==> config.mk <==
export PLATFORM = sky130hd
export DESIGN_NAME = spi_buffer_readback
export DESIGN_NICKNAME = d
export VERILOG_FILES = /design/src/rtl/spi_buffer_readback.sv
export SDC_FILE = /design/constraint.sdc
export NUM_CORES = 1
export LEC_CHECK = 0
export BUFFER_PORTS_ARGS = -buffer_cell sky130_fd_sc_hd__buf_2
export CAP_MARGIN = 0
export CORE_MARGIN = 2
export CORE_UTILIZATION = 52
export DETAILED_ROUTE_END_ITERATION = 10
export HOLD_SLACK_MARGIN = 0.02
export PLACE_DENSITY = 0.85
export SLEW_MARGIN = 40
export SYNTH_ARGS = -nofsm -noshare
export SYNTH_HDL_FRONTEND = slang
export SYNTH_SLANG_ARGS = --single-unit
==> constraint.sdc <==
create_clock -name sys_clk -period 1.8 [get_ports sys_clk]
set_input_delay 0.09 -clock sys_clk [delete_from_list [all_inputs] [get_ports sys_clk]]
set_output_delay 0.09 -clock sys_clk [all_outputs]
set_load 0.01 [all_outputs]
==> src/rtl/spi_buffer_readback.sv <==
// SPI mode-0 readback slave: decodes a command/address header on MOSI and
// streams image-buffer bytes (or a repeating status byte) back over MISO.
// All SPI inputs are asynchronous and oversampled on sys_clk.
`timescale 1ns/1ps
module spi_buffer_readback #(
   parameter int         ADDR_WIDTH = 15,
   parameter int         BUF_DEPTH  = 32768,
   parameter logic [5:0] VERSION    = 6'h01
) (
   input  logic                  sys_clk,
   input  logic                  sys_rst_n,
   input  logic                  spi_sclk,
   input  logic                  spi_mosi,
   input  logic                  rb_cs_n,
   output logic                  spi_miso,
   output logic                  spi_miso_oe,
   output logic                  bram_rd_en,
   output logic [ADDR_WIDTH-1:0] bram_rd_addr,
   input  logic [7:0]            bram_rd_data,
   input  logic                  frame_ready,
   input  logic                  receiving,
   output logic                  busy,
   output logic [15:0]           bytes_sent
);

   localparam logic [31:0]           DEPTH_U  = BUF_DEPTH;
   localparam logic [ADDR_WIDTH-1:0] ADDR_ONE = 1;

   typedef enum logic [2:0] {
      IDLE, CMD, ADDR_HI, ADDR_LO, DUMMY, DATA, STATUS, IGNORE
   } state_t;

   state_t state, next_state;

   logic sclk_s1, sclk_s2, sclk_s3;
   logic mosi_s1, mosi_s2;
   logic cs_s1, cs_s2, cs_s3;
   logic [1:0] init_cnt;
   logic       init_done;
   logic       armed;

   logic       active, cs_fall, rise_ev, fall_ev, byte_done, load_ev;
   logic [2:0] bit_cnt;
   logic       dummy_rx;
   logic       rd_pend;

   logic [6:0]            rx_shift;
   logic [7:0]            rx_byte;
   logic [7:0]            shift_reg;
   logic [7:0]            prefetch_reg;
   logic [7:0]            status_byte;
   logic [ADDR_WIDTH-9:0] addr_hi;
   logic [ADDR_WIDTH-1:0] start_addr;
   logic                  start_ok;

   // Saturating increment for the byte counter.
   function automatic logic [15:0] sat_inc16(input logic [15:0] v);
      return (v == 16'hFFFF) ? v : v + 16'd1;
   endfunction

   // Buffer address increment that wraps from BUF_DEPTH-1 back to 0.
   function automatic logic [ADDR_WIDTH-1:0] wrap_inc(input logic [ADDR_WIDTH-1:0] a);
      if ({{(32-ADDR_WIDTH){1'b0}}, a} == DEPTH_U - 32'd1)
         return '0;
      return a + ADDR_ONE;
   endfunction

   assign init_done  = &init_cnt;
   assign active     = (state != IDLE) && !cs_s2;
   assign cs_fall    = armed && cs_s3 && !cs_s2;
   assign rise_ev    = active && sclk_s2 && !sclk_s3;
   assign fall_ev    = active && !sclk_s2 && sclk_s3;
   assign byte_done  = rise_ev && (bit_cnt == 3'd7);
   assign load_ev    = fall_ev && (bit_cnt == 3'd0);
   assign rx_byte    = {rx_shift, mosi_s2};
   assign start_addr = {addr_hi, rx_byte};
   assign start_ok   = {{(32-ADDR_WIDTH){1'b0}}, start_addr} < DEPTH_U;

   assign busy        = (state != IDLE);
   assign spi_miso_oe = busy && !cs_s2;
   assign spi_miso    = spi_miso_oe && shift_reg[7];

   // Two-flop synchronizers plus a third sclk/cs copy for edge detection.
   always_ff @(posedge sys_clk or negedge sys_rst_n) begin
      if (!sys_rst_n) begin
         sclk_s1 <= 1'b1; sclk_s2 <= 1'b1; sclk_s3 <= 1'b1;
         mosi_s1 <= 1'b0; mosi_s2 <= 1'b0;
         cs_s1   <= 1'b1; cs_s2   <= 1'b1; cs_s3   <= 1'b1;
      end else begin
         sclk_s1 <= spi_sclk; sclk_s2 <= sclk_s1; sclk_s3 <= sclk_s2;
         mosi_s1 <= spi_mosi; mosi_s2 <= mosi_s1;
         cs_s1   <= rb_cs_n;  cs_s2   <= cs_s1;   cs_s3   <= cs_s2;
      end
   end

   // CS must be seen high through the synchronizer before a fall counts, so a
   // CS held low across reset cannot restart a transaction.
   always_ff @(posedge sys_clk or negedge sys_rst_n) begin
      if (!sys_rst_n) begin
         init_cnt <= 2'd0;
         armed    <= 1'b0;
      end else begin
         if (!init_done)
            init_cnt <= init_cnt + 2'd1;
         if (init_done && cs_s2)
            armed <= 1'b1;
      end
   end

   // FSM state register.
   always_ff @(posedge sys_clk or negedge sys_rst_n) begin
      if (!sys_rst_n)
         state <= IDLE;
      else
         state <= next_state;
   end

   // FSM next-state: header decode at byte boundaries, CS release wins everywhere.
   always_comb begin
      next_state = state;
      if (state == IDLE) begin
         if (cs_fall)
            next_state = CMD;
      end else if (cs_s2) begin
         next_state = IDLE;
      end else begin
         case (state)
            CMD: if (byte_done) begin
               if (rx_byte == 8'h0B)      next_state = ADDR_HI;
               else if (rx_byte == 8'h05) next_state = STATUS;
               else                       next_state = IGNORE;
            end
            ADDR_HI: if (byte_done) next_state = ADDR_LO;
            ADDR_LO: if (byte_done) next_state = DUMMY;
            DUMMY:   if (load_ev && dummy_rx) next_state = DATA;
            default: ;
         endcase
      end
   end

   // Control: bit counter, read strobe/address, prefetch tracking, byte count.
   always_ff @(posedge sys_clk or negedge sys_rst_n) begin
      if (!sys_rst_n) begin
         bit_cnt      <= 3'd0;
         dummy_rx     <= 1'b0;
         rd_pend      <= 1'b0;
         bram_rd_en   <= 1'b0;
         bram_rd_addr <= '0;
         bytes_sent   <= 16'd0;
      end else begin
         bram_rd_en <= 1'b0;
         rd_pend    <= bram_rd_en;
         if (rd_pend)
            bram_rd_addr <= wrap_inc(bram_rd_addr);
         if (cs_fall) begin
            bit_cnt    <= 3'd0;
            dummy_rx   <= 1'b0;
            bytes_sent <= 16'd0;
         end else if (rise_ev) begin
            bit_cnt <= bit_cnt + 3'd1;
         end
         if (byte_done && state == DUMMY)
            dummy_rx <= 1'b1;
         if (byte_done && state == ADDR_LO) begin
            bram_rd_addr <= start_ok ? start_addr : '0;
            bram_rd_en   <= 1'b1;
         end
         if (load_ev && ((state == DUMMY && dummy_rx) || state == DATA))
            bram_rd_en <= 1'b1;
         if (load_ev && state == DATA)
            bytes_sent <= sat_inc16(bytes_sent);
      end
   end

   // Datapath: MOSI deserializer, MISO shifter, prefetch and status capture.
   always_ff @(posedge sys_clk) begin
      if (rise_ev)
         rx_shift <= rx_byte[6:0];
      if (rd_pend)
         prefetch_reg <= bram_rd_data;
      if (byte_done && state == ADDR_HI)
         addr_hi <= rx_byte[ADDR_WIDTH-9:0];
      if (byte_done && ((state == CMD && rx_byte == 8'h05) || state == STATUS))
         status_byte <= {frame_ready, receiving, VERSION};
      if (cs_fall) begin
         shift_reg <= 8'h00;
      end else if (load_ev) begin
         case (state)
            STATUS:  shift_reg <= status_byte;
            DUMMY:   shift_reg <= dummy_rx ? prefetch_reg : 8'h00;
            DATA:    shift_reg <= prefetch_reg;
            default: shift_reg <= 8'h00;
         endcase
      end else if (fall_ev) begin
         shift_reg <= {shift_reg[6:0], 1'b0};
      end
   end

endmodule

# ---- After elaboration in Yosys (flattened, before gate mapping)
# Index checks and enable logic that the tools add are counted.
dict set report totals {
  latch_bits 0
  memories 0
  elab_cells 109
  ramBits 0
  romBits 0
  regBits 83
  output_inout_bits 35
  in_bits 15
}
dict set report classes {
  mul 0
  n_addsub 4
  div 0
  order_cmp 0
  muxes 29
  n_shift 0
  bitwise_logic 0
  n_eq_ne 17
  reduce_logical 37
}
# op n
set ops {}
lappend ops {{2-to-1 mux 15 bit} 4}
lappend ops {{2-to-1 mux 16 bit} 3}
lappend ops {{2-to-1 mux 3 bit} 10}
lappend ops {{2-to-1 mux 8 bit} 3}
lappend ops {{case mux 8 bit (3 select lines)} 1}
lappend ops {{logical AND 1 bit} 20}
lappend ops {{adder 16 x 1 -> 16 bit (second input constant)} 1}
lappend ops {{equality test 16 bit (second input constant)} 1}
lappend ops {{!= test 4 bit (second input constant)} 4}
lappend ops {{adder 15 x 1 -> 15 bit (second input constant)} 1}
lappend ops {{equality test 15 bit (second input constant)} 1}
lappend ops {{equality test 3 bit (second input constant)} 4}
lappend ops {{case mux 3 bit (4 select lines)} 1}
lappend ops {{nonzero test 2 bit} 5}
lappend ops {{equality test 8 x 3 -> 1 bit (second input constant)} 1}
lappend ops {{equality test 8 x 4 -> 1 bit (second input constant)} 1}
lappend ops {{2-to-1 mux 1 bit} 7}
lappend ops {{equality test 3 x 2 -> 1 bit (second input constant)} 2}
lappend ops {{logical NOT 3 bit} 2}
lappend ops {{AND reduction 6 bit} 1}
lappend ops {{nonzero test 6 bit} 1}
lappend ops {{!= test 2 bit (second input constant)} 2}
lappend ops {{AND reduction 2 bit} 2}
lappend ops {{adder 3 x 1 -> 3 bit (second input constant)} 1}
lappend ops {{other kinds (5)} 8}

# ---- Logic depth before layout (Yosys ltp)
# Gate-level depths: netlist (run 1).
dict set report logic_depth {
  depth_word 10
  mapped_depth 10
  ltp_nobuf 7
}

# ---- Worst setup path after synthesis (run 1)
# No wires, ideal clock.
dict set report synth_path {
  kind {register to register}
  startpoint {reg bytes_sent[0]}
  endpoint {reg bytes_sent[0]}
  arrival_time_ns 1.959
  period_less_slack_ns 2.083
  stages_incl_launch_ff 8
  setup_slack_ns -0.283
  required_ns 1.675
  setup_ns 0.125
  n_path_buf 2
  path_cell_list {dfrtp_1 ha_1 nand3_1 or4b_1 buf_2 and2_4 buf_6 mux2_2}
}
dict set report synth_via {
  elab_chain_len 3
  elab_cells_between_ends 6
  cone_classes {add/sub (1); eq/ne (2); mux (2); reduce/logical (1)}
}
# element line
set synth_rtl {}
lappend synth_rtl {{from (decl)} 23} ;# output logic [15:0] bytes_sent
lappend synth_rtl {{from (signal assigned)} 171} ;# bytes_sent <= sat_inc16(bytes_sent);
lappend synth_rtl {{adder 16 x 1 -> 16 bit / equality test 16 bit (equally long branches)} 58} ;# return (v == 16'hFFFF) ? v : v + 16'd1;
lappend synth_rtl {{2-to-1 mux 16 bit / != test 2 bit (equally long branches)} -}
lappend synth_rtl {{2-to-1 mux 16 bit / AND reduction 2 bit (equally long branches)} -}
# Several ways; a longest one is shown, not always the timed one. The select of a mux whose other input is x is not followed.
# A chain may end at the register's enable or synchronous reset.

# ---- Worst setup path after layout (run 1)
dict set report layout_path {
  startpoint {reg sclk_s3}
  endpoint {reg bytes_sent[11]}
}
dict set report layout_via {
  elab_chain_len 5
  elab_cells_between_ends 7
  cone_classes {eq/ne (1); mux (1); reduce/logical (5)}
}
# element line
set layout_rtl {}
lappend layout_rtl {{from (decl)} 35} ;# logic sclk_s1, sclk_s2, sclk_s3;
lappend layout_rtl {{from (signal assigned)} 90} ;# sclk_s1 <= spi_sclk; sclk_s2 <= sclk_s1; sclk_s3 <= sclk_s2;
lappend layout_rtl {{logical AND 1 bit *} 72} ;# assign fall_ev = active && !sclk_s2 && sclk_s3;
lappend layout_rtl {{logical AND 1 bit *} 74} ;# assign load_ev = fall_ev && (bit_cnt == 3'd0);
lappend layout_rtl {{logical AND 1 bit *} 170} ;# if (load_ev && state == DATA)
lappend layout_rtl {{!= test 2 bit (no line) / nonzero test 2 bit (equally long branches)} -}
lappend layout_rtl {{AND reduction 2 bit (no line)} -}
# Mark *: on every way between the ends. The rest lies on a longest branch, timed or not.

==> impl_results.md, run 1 <==
- Core Box Area: a little over 7000 um2
- Max_cap viols: 0
- Final hold vios: 0
- Pint: between 0.002 and 0.003 W
- Drt first pass iters: 6
- Worst VDD drop: just over 0.6 mV
- Initial Util: 53.4%
- Vias/cell: a little over 6
- Largest net degree at the start of global routing: 52
- WL per Instance: 18.0 um
- Leak Pwr: about 2.2 nW
- Sequential area share after synthesis: about 56%
- DRT iter0 DRCs: 367
- Area Overhead vs Synth: 33.8%
- Total grt overflow: 0
- CTS root buf: clkbuf_8
- Synth Area in XOR/XNOR: under 10%
- Routability Congestion: ~0.9
- Max transition margin: 54.5%
- Final Core Density: a little under three quarters
- Compound-cell area share of the yosys netlist: between 10% and 20%
- Routed Antenna Nets: 0
- Layout cells sized above 1: 36.0%
- Detailed placer's ending HPWL: between 6000 and 7000 um
- Placed cell areas: 4560 um2
- Crit end category: flop
- Worst skew pair latency: about 360 ps
- EDFF count, synth: 24
- Vias: roughly 3600
- Largest reg by FF count: bytes_sent
- Period minus WS final: approximately 2000 ps
- Top Ports: 50
- Clock power share: about 31%
- Worst Setup Path Type: flop to flop
- Sequential power share: between 50% and 60%
- Syn nets: 391
- PwrDens: 793 nW/um2
- Sw Ratio: 29.7%
- Placed Cells: around 550
- First-pass GRT wire length: around 16000 um
- Final period util: 109%
- Largest regs: bytes_sent x16, bram_rd_addr x15
- Worst path required time: 2030 ps
- Synth unique cells: 58
- Synth Area in Adders: between 1.5 and 2%
- Max FFs per register: 16
- Die Area: 8110 um2
- Switching power: around 0.0012 W
- Fin nets: 510
- Finish-stage setup viols: 17
- CTS clk-pin slew, worst paths: about 90 ps
- Clock sinks: between 80 and 90
- Simple-gate share of the synthesized area: between 20% and 30%
- #FFs+latches synth: between 80 and 90
- Cell Rows: 31
- CP Max Fanout: 5
- Maximum clock rate: between 500 and 600 MHz
- DRC: 0
- Avg Inst Size Synth: 10.4 um2
- Antenna violations before repair: 0
- Cells after Synth: 370
- Slew @ Worst Pin: 683 ps
- Failing checks: setup timing
- Post-synthesis mux area share: about 2.4%
- Final WL: between 10000 and 15000 um
- Die Span Y: 90.0 um
- CTS buffer count: 9
- Die W: between 90 and 100 um
- Hold crit path type: flop to flop
- CTS HTree Levels: 3
- Largest family of logic cells by synthesized area: simple AND/OR/NAND/NOR gates
- Synthesized area: between 3000 and 4000 um2
- Total Neg Setup Slack: -924 ps
- Slew Viols, Final: 0
- Fin cells: 593
- Vias in the first global route: about 3300
- Total GRT Usage: around a quarter
- Status: finished with violations
- Clk buf depth: 2
- Ys flop type: dfrtp_1
- Gate power share: 16.7%
- Design area: between 5000 and 6000 um2
- CTS tree: done
- Synthesis Warnings: 0
- N_diodes: 0
- Unrepaired setup endpoints after global routing: yes
- Buffers on Ports: approximately 50
- Setup WS post-layout: -156 ps
- Critical path arrival: 2190 ps
- Worst setup SP type: flop
- Layout Skew: 9.31 ps
- Async SR Flop Fraction: 61.4%
[per-layer routing]
metal | up-vias | share of wire [%] | track usage (%) | routed length, um
li1 | 1597 | - | - | -
met1 | 1720 | 39 | 33.6 | 4210
met2 | 221 | 49 | 39.4 | 5190
met3 | 53 | 8.6 | 6.20 | 923
met4 | 0 | 3.3 | 7.44 | 352
met5 | - | 0 | 0 | 0
[timing repair]
action                                  in CTS  in global routing
cloned                                       1                  2
endpoints found under the hold margin       58                  0
setup buffers                                4                  6
gates resized for setup                     10                 40
hold buffers                                14                  0
pin swaps                                    4                 14
endpoints found under the setup margin      16                 44
[synthesized netlist by cell type (3+ instances only)]
master	count	area share [%]
a21oi_1	11	1.4
a221oi_1	7	1.6
a31oi_1	4	0.65
and3_1	5	0.81
and4_1	3	0.68
buf_2	4	0.52
clkbuf_1	10	0.98
dfrtp_1	45	29
dfstp_2	6	4.1
dfxtp_1	8	4.2
edfxtp_1	24	19
ha_1	6	1.9
inv_1	10	0.98
mux2i_1	7	1.8
nand2_1	47	4.6
nand2b_1	4	0.65
nand3_1	8	1.0
nand4_1	16	2.6
nor2_1	35	3.4
nor3_1	13	1.7
nor4_1	5	0.81
o211ai_1	4	0.78
o21ai_0	27	3.5
o31ai_1	4	0.78
or3_1	4	0.65
xnor2_1	6	1.4
xor2_1	8	1.8
[per-stage QoR]
stage / hold slack (ps) / power, W / worst slack, ps
2_1_floorplan: -206 / 0.00250 / -100
3_3_place_gp: 197 / 0.00270 / -15.5
3_5_place_dp: 196 / 0.00274 / -89.0
4_1_cts: 351 / 0.00403 / -41.3
5_1_grt: 361 / 0.00426 / -262
6_report: 362 / 0.00408 / -156
[power by group through the flow]
stage / clock network (W) / registers (W) / logic, W
after floorplan: 0 / 0.00213 / 0.000368
after global placement: 0 / 0.00216 / 0.000549
after detailed placement: 0 / 0.00216 / 0.000573
after CTS: 0.00129 / 0.00213 / 0.000613
after global routing: 0.00136 / 0.00215 / 0.000745
final: 0.00126 / 0.00214 / 0.000681
[cell families after synthesis]
kind of cell	after synthesis
muxes	9
buffers and inverters	26
xor gates and xnor gates	14
and+or+nand+nor	161
adders and majority gates	6
AOI/OAI and AO/OA	71
DFF	83
[final cells by class]
class / count / area, um2
clock buffer: 10 / 138
clock inverter: 6 / 47.5
fill: 499 / 2060
inverter: 10 / 37.5
multi-input combinational: 263 / 1770
sequential: 83 / 2170
tap: 99 / 124
timing repair buffer: 122 / 863
[layout by cell type, fill, tap and decap left out, types with 7 or more instances in the layout]
cell type      netlist  layout
buf_4                0      52
inv_1               10       9
buf_2                4      49
nor3_1              13       7
xor2_1               8       8
edfxtp_1            24      24
o21ai_0             27      20
dlygate4sd3_1        0      14
a21oi_1             11      10
nand2_1             47      44
dfrtp_1             45      41
mux2i_1              7       7
clkbuf_8             0      10
nor2_1              35      35
o21ai_1              1       8
nand4_1             16      16
dfxtp_1              8       8
[critical path, stage by stage (launching register included)]
cell	delay [ps]
dfstp_2	580
nor3b_2	270
and4b_2	350
nand4_1	190
and3_1	210
or2_1	240
[final timing paths]
path	from	end	slack [ps]	cells past startpoint
worst max-delay path	sclk_s3	bytes_sent[11]	-160	5
worst min-delay path	cs_s1	cs_s2	360	0
worst max register to register	sclk_s3	bytes_sent[11]	-160	5
worst min register to register	cs_s1	cs_s2	360	0
max in group asynchronous	sys_rst_n	bytes_sent[0]	930	3
min in group asynchronous	sys_rst_n	bram_rd_addr[13]	380	3
No activity file was read; power rests on OpenSTA's default activity.
==> inputs of run 2 (changes only) <==
--- a/config.mk
+++ b/config.mk
@@ -12,6 +12,7 @@
 export DETAILED_ROUTE_END_ITERATION = 10
 export HOLD_SLACK_MARGIN = 0.02
 export PLACE_DENSITY = 0.85
+export RECOVER_POWER = 25
 export SLEW_MARGIN = 40
 export SYNTH_ARGS = -nofsm -noshare
 export SYNTH_HDL_FRONTEND = slang
==> run 2 against run 1 <==
The run still ends with setup timing left. First-iteration DRC count down 6.0%. Count of clock-buffer cells in the layout stayed put. Clock power about the same. Die area stayed put. Core utilization decreased by 0.23 points. Total power barely moved. Flip-flop and latch count is the same. Worst hold slack about the same. Critical endpoint unchanged.
==> impl_results.md, run 2 (synthesis gave the netlist of run 1 again) <==
- Hold crit path type: flop to flop
- Total GRT Usage: 24.7% (unchanged)
- CTS buffer count: 9 (unchanged)
- Vias: 3603 (+0.33%)
- Critical path arrival: 2190 ps (about the same)
- Design area: 5130 um2 (-0.32%)
- Cell Rows: 31 (unchanged)
- Vias/cell: 6.08 (+0.33%)
- Pint: 0.00287 W (-0.17%)
- Detailed placer's ending HPWL: 6650 um (unchanged)
- Total Neg Setup Slack: -1000 ps (-75.6 ps)
- Core Box Area: 7210 um2 (unchanged)
- Failing checks: setup timing
- Slew Viols, Final: 0 (unchanged)
- Worst skew pair latency: 360 ps (about the same)
- Fillers: 506 (+1.4%)
- Final WL: 10700 um (about the same)
- Routability Congestion: 0.916 (unchanged)
- Largest regs: bytes_sent x16, bram_rd_addr x15
- CTS root buf: clkbuf_8
- Area Overhead vs Synth: 33.4%
- Largest reg by FF count: bytes_sent
- Worst VDD drop: 0.614 mV (about the same)
- Antenna violations before repair: 0 (unchanged)
- Most common cell after layout, fill and taps aside: buf_4
- Layout cells sized above 1: 34.8% (-1.2 points)
- Gate power share: 16.6% (about the same)
- Die Span Y: 90.0 um (unchanged)
- First-pass GRT wire length: 16100 um (unchanged)
- WL per Instance: 18.0 um (about the same)
- Placed cell areas: 4560 um2 (unchanged)
- Sw Ratio: 29.8% (+0.098 points)
- Slew @ Worst Pin: 1340 ps (+656 ps)
- Top Ports: 50 (unchanged)
- Multi-input logic area: 1770 um2 (unchanged)
- Largest net degree at the start of global routing: 52 (unchanged)
- CTS clk-pin slew, worst paths: 90 ps (about the same)
- Worst setup SP type: flop
- Setup WS post-layout: -153 ps (+3.58 ps)
- Buffers on Ports: 49 (unchanged)
- Status: finished with violations
- Worst Setup Path Type: flop to flop
- Max_cap viols: 0 (unchanged)
- Leak Pwr: 2.21 nW (-0.79%)
- Unrepaired setup endpoints after global routing: yes
- Final Core Density: 71.2% (-0.23 points)
- PwrDens: 795 nW/um2 (+0.29%)
- Initial Util: 53.4% (unchanged)
- DRT iter0 DRCs: 345 (-6.0%)
- CP Max Fanout: 5 (unchanged)
- Clock power share: 31.1% (about the same)
- Sequential power share: 52.4% (about the same)
- DRC: 0 (unchanged)
- Die Area: 8110 um2 (unchanged)
- Final period util: 108% (-0.20 points)
- Worst path required time: 2040 ps (about the same)
- Maximum clock rate: 512 MHz (+0.18%)
- Finish-stage setup viols: 18 (+1)
- Register area: 2170 um2 (unchanged)
- Die W: 90.0 um (unchanged)
- Fin nets: 510 (unchanged)
- Max FFs per register: 16 (unchanged)
- Drt first pass iters: 7 (+1)
- Total grt overflow: 0 (unchanged)
- Final hold vios: 0 (unchanged)
- Clock sinks: 83 (unchanged)
- Vias in the first global route: 3293 (unchanged)
- CTS tree: done
- N_diodes: 0 (unchanged)
- Clk buf depth: 2 (unchanged)
- Layout Skew: 7.95 ps (-1.36 ps)
- Routed Antenna Nets: 0 (unchanged)
- Most frequent cells in the layout: buf_4, buf_2, nand2_1, dfrtp_1, nor2_1
- Max transition margin: 10.8% (-44 points)
- Overall power: 0.00408 W (about the same)
- R2R Setup Slk: -150 ps (about the same)
- Switching power: 0.00122 W (+0.30%)
- Crit end category: flop
- CTS HTree Levels: 3 (unchanged)
- Period minus WS final: 1950 ps (-3.57 ps)
[run 2: cell types whose count changed in the layout (fill, tap and decap cells not counted)]
cell | previous run | this run
clkbuf_1 | 0 | 5
buf_4 | 52 | 48
buf_2 | 49 | 47
clkbuf_2 | 0 | 1
dfstp_1 | 0 | 1
dfstp_2 | 6 | 5
[run 2: layout make-up]
type	count	share of cell area [%]
inverter	10	0.731
clock buffer	10	2.68
timing repair buffer	122	16.5
tap	99	2.41
sequential	83	42.3
clock inverter	6	0.926
multi-input combinational	263	34.5
[run 2: critical path, cell delays in order, from the launching register on]
cell	delay, ps
dfstp_2	580
nor3b_2	270
and4b_2	350
nand4_1	190
and3_1	200
or2_1	240
[run 2: what timing repair did]
item	CTS	global route
setup buffers	4	6
hold buffers	14	0
hold endpoints to repair	58	0
pin swaps	4	14
resized for setup	10	40
endpoints found under the setup margin	16	44
gates cloned	1	2
[run 2: power by group through the flow]
| stage | sequential (W) | clock (W) | combinational [W] |
|---|---|---|---|
| 2_1_floorplan | 0.00213 | 0 | 0.000368 |
| 3_3_place_gp | 0.00216 | 0 | 0.000549 |
| 3_5_place_dp | 0.00216 | 0 | 0.000573 |
| 4_1_cts | 0.00213 | 0.00129 | 0.000613 |
| 5_1_grt | 0.00215 | 0.00136 | 0.000740 |
| 6_report | 0.00214 | 0.00127 | 0.000677 |
[run 2: path summary, 6_finish.rpt]
path,start,to,depth (start not counted)
worst max-delay path,sclk_s3,bytes_sent[11],5
worst min-delay path,cs_s1,cs_s2,0
worst max register to register,sclk_s3,bytes_sent[11],5
worst min register to register,cs_s1,cs_s2,0
max in group asynchronous,sys_rst_n,bytes_sent[3],3
min in group asynchronous,sys_rst_n,bram_rd_addr[13],3
[run 2: through the flow]
| step | setup WS (ps) | hold slack [ps] | cells |
|---|---|---|---|
| 6_report | -153 | 362 | 593 |
| 2_1_floorplan | -100 | -206 | 370 |
| 3_3_place_gp | -15.5 | 197 | 552 |
| 4_1_cts | -41.3 | 351 | 587 |
| 5_1_grt | -262 | 361 | 593 |
| 3_5_place_dp | -89.0 | 196 | 552 |
[run 2: routing by layer]
| metal | global-route usage (%) | wire length (um) |
|---|---|---|
| met5 | 0 | 0 |
| met4 | 7.44 | 345 |
| met3 | 6.20 | 837 |
| met2 | 39.4 | 5240 |
| met1 | 33.6 | 4260 |
==> inputs of run 3 (changes only) <==
--- a/config.mk
+++ b/config.mk
@@ -5,13 +5,16 @@
 export SDC_FILE = /design/constraint.sdc
 export NUM_CORES = 1
 export LEC_CHECK = 0
+export ABC_AREA = 1
 export BUFFER_PORTS_ARGS = -buffer_cell sky130_fd_sc_hd__buf_2
 export CAP_MARGIN = 0
+export CELL_PAD_IN_SITES_DETAIL_PLACEMENT = 0
+export CELL_PAD_IN_SITES_GLOBAL_PLACEMENT = 2
 export CORE_MARGIN = 2
-export CORE_UTILIZATION = 52
+export CORE_UTILIZATION = 31
 export DETAILED_ROUTE_END_ITERATION = 10
 export HOLD_SLACK_MARGIN = 0.02
-export PLACE_DENSITY = 0.85
+export PLACE_DENSITY = 0.84
 export RECOVER_POWER = 25
 export SLEW_MARGIN = 40
 export SYNTH_ARGS = -nofsm -noshare
==> run 3 against run 2 <==
The run now ends clean. Flip-flop and latch count unchanged. Fmax up 17%. Critical path depth up 1. Total power up 31%. Critical endpoint is now spi_miso. Area after synthesis up 8.4%. Highest routed layer unchanged. Combinational power up 42%. Synthesized cell count up 36%. Setup slack better by 280 ps. Die area up 78%.
==> impl_results.md, run 3 <==
- Worst VDD drop: 0.513 mV (-16%)
- Routed Antenna Nets: 0 (unchanged)
- Critical path arrival: 1580 ps (-610 ps)
- Ranking of synthesized cells by area: dfrtp_1, edfxtp_1, nand2_1, nand3_1, nor2_1
- Maximum clock rate: 599 MHz (+17%)
- Gate power share: 18.0% (+1.4 points)
- CTS tree: done
- Initial Util: 31.6% (-22 points)
- Critical Path, Cell by Cell: nor2_2, a21oi_4, buf_4, inv_1, nor2_1, buf_2
- Hold crit path type: flop to flop
- CP max-delay cell: dfrtp_1
- Antenna violations before repair: 0 (unchanged)
- Area Overhead vs Synth: 31.3%
- Fin nets: 637 (+25%)
- CTS HTree Levels: 3 (unchanged)
- First-pass GRT wire length: 17700 um (+10%)
- Largest family of logic cells by synthesized area: simple AND/OR/NAND/NOR gates
- CP Max Fanout: 5 (unchanged)
- Max FFs per register: 16 (unchanged)
- Max_cap viols: 0 (unchanged)
- Post-synthesis mux area share: 0.270% (-2.1 points)
- Largest regs: bytes_sent x16, bram_rd_addr x15
- Synth unique cells: 34 (-41%)
- Core Box Area: 13200 um2 (+83%)
- Syn nets: 523 (+34%)
- Post-synth top area share: 27.0% (-2.3 points)
- Cell Rows: 42 (+35%)
- Worst Setup Path Type: flop to primary output
- #FFs+latches synth: 83 (unchanged)
- PwrDens: 975 nW/um2 (+23%)
- Worst skew pair latency: 340 ps (-20 ps)
- Sw Ratio: 27.3% (-2.5 points)
- Largest net degree at the start of global routing: 32 (-38%)
- Yosys top cell by area: dfrtp_1
- Synth Area in Adders: 1.80% (-0.15 points)
- Most frequent cells in the layout: nand2_1, inv_1, nor2_1, nand3_1, buf_2
- Compound-cell area share of the yosys netlist: 7.22% (-4.5 points)
- Commonest cells post-synth: nand2_1, nor2_1, inv_1
- Synth Area in XOR/XNOR: 2.73% (-0.46 points)
- Period minus WS final: 1670 ps (-284 ps)
- DRC: 0 (unchanged)
- Vias: 3709 (+2.9%)
- Sequential power share: 40.6% (-12 points)
- N_diodes: 0 (unchanged)
- Max transition margin: 12.6% (+1.8 points)
- CTS clk-pin slew, worst paths: 60 ps (-30 ps)
- Buffers on Ports: 49 (unchanged)
- Fillers: 1344 (+170%)
- Worst path required time: 1710 ps (-330 ps)
- Placed Cells: 766 (+39%)
- Synthesized area: 4170 um2 (+8.4%)
- Switching power: 0.00146 W (+20%)
- Layout cells sized above 1: 22.5% (-12 points)
- Final hold vios: 0 (unchanged)
- Crit path launch: state[1]
- Vias/cell: 4.65 (-23%)
- Most common cell in the netlist: nand2_1
- Sequential area share after synthesis: 51.9% (-4.4 points)
- Die Span Y: 120 um (+33%)
- Total GRT Usage: 15.6% (-9.1 points)
- Detailed placer's ending HPWL: 8010 um (+20%)
- Crit end category: primary output
- Worst setup SP type: flop
- Die Area: 14400 um2 (+78%)
- Max incr delay on CP: 430 ps (-150 ps)
- Async SR Flop Fraction: 61.4% (unchanged)
- CTS buffer count: 9 (unchanged)
- DRT iter0 DRCs: 173 (-50%)
- Final period util: 92.7% (-16 points)
- EDFF count, synth: 24 (unchanged)
- Overall power: 0.00535 W (+31%)
- Clock sinks: 83 (unchanged)
- Largest reg by FF count: bytes_sent
- Status: complete, no violations
- Synthesis Warnings: 0 (unchanged)
- CTS root buf: clkbuf_16
- Slew Viols, Final: 0 (unchanged)
- Routability Congestion: 0.828 (-9.6%)
- Ys flop type: dfrtp_1
- Most common cell after layout, fill and taps aside: nand2_1
- WL per Instance: 13.4 um (-25%)
- Finish-stage setup viols: 0 (-18)
- Final WL: 10700 um (+0.31%)
- Hold path startpoint: mosi_s1
- Total grt overflow: 0 (unchanged)
- Simple-gate share of the synthesized area: 29.5% (+7.9 points)
- Pint: 0.00389 W (+36%)
- Clk buf depth: 2 (unchanged)
- Worst r2r src: bytes_sent[0]
- Leak Pwr: 2.61 nW (+18%)
- Clock power share: 41.4% (+10 points)
- Drt first pass iters: 5 (-2)
- Avg Inst Size Synth: 8.31 um2 (-20%)
- Die W: 120 um (+33%)
- Vias in the first global route: 3638 (+10%)
- Slew @ Worst Pin: 1310 ps (-27.6 ps)
- Cells after Synth: 502 (+36%)
- Top Ports: 50 (unchanged)
- Fin cells: 797 (+34%)
- Layout Skew: 4.73 ps (-3.22 ps)
[run 3: final timing paths]
path,to,slack [ps],cells past startpoint
min,mosi_s2,350,0
max reg2reg,bytes_sent[12],140,7
max,spi_miso,130,6
min reg2reg,mosi_s2,350,0
max in group asynchronous,cs_s3,370,3
min in group asynchronous,bram_rd_addr[7],570,2
[run 3: worst max-delay path, delay by kind of cell (launching register included)]
family                 cells  cell delay (ps)
AOI/OAI and AO/OA          1              120
buffers and inverters      3              400
DFF                        1              430
and+or+nand+nor            2              290
[run 3: repair_timing]
item | CTS | global route
resized for setup | 1 | 8
hold buffers | 14 | 0
pin swaps | 1 | 2
hold endpoints to repair | 33 | 0
buffers inserted | 0 | 1
setup endpoints to repair | 3 | 43
[run 3: final cells by class]
type                    instances  area (um2)  share of cell area (%)
clock buffers                  10         250                    4.57
clock inverters                 6         109                    1.99
inverters                      58         218                    3.97
multi-input cells             353        1760                    32.2
flip-flops and latches         83        2160                    39.5
well taps                     176         220                    4.02
repair buffers                111         757                    13.8
[run 3: kinds of logic after synthesis]
group / after synthesis
AND/OR/NAND/NOR: 279
flip-flops: 83
buffers and inverters: 66
AO/OA/AOI/OAI: 54
XOR/XNOR: 13
adder cells (fa/ha/maj): 6
multiplexers: 1
[run 3: power groups by stage]
stage	sequential, W	combinational, W	clock (W)
final	0.00217	0.000964	0.00221
after global routing	0.00218	0.00110	0.00234
after CTS	0.00216	0.000966	0.00227
after detailed placement	0.00220	0.000937	0
after global placement	0.00219	0.000921	0
after floorplan	0.00219	0.000535	0
[run 3: per-layer routing]
| layer | vias up | GRT usage [%] | routed length [um] |
|---|---|---|---|
| li1 | 1875 | - | - |
| met1 | 1743 | 20.1 | 4970 |
| met2 | 74 | 25.8 | 5120 |
| met3 | 17 | 2.19 | 373 |
| met4 | 0 | 7.21 | 246 |
| met5 | - | 0 | 0 |
[run 3: per-stage QoR]
stage | util (%) | setup TNS (ps) | setup WS (ps) | hold slack [ps] | cell area, um2
5_1_grt | 41.6 | -16.3 | -8.36 | 358 | 5480
6_report | 41.6 | 0 | 131 | 348 | 5480
3_5_place_dp | 37.5 | -0.279 | -0.279 | 109 | 4950
3_3_place_gp | 37.5 | 0 | 37.0 | 104 | 4950
4_1_cts | 41.3 | 0 | 7.11 | 299 | 5450
2_1_floorplan | - | 0 | 47.1 | -206 | 4170
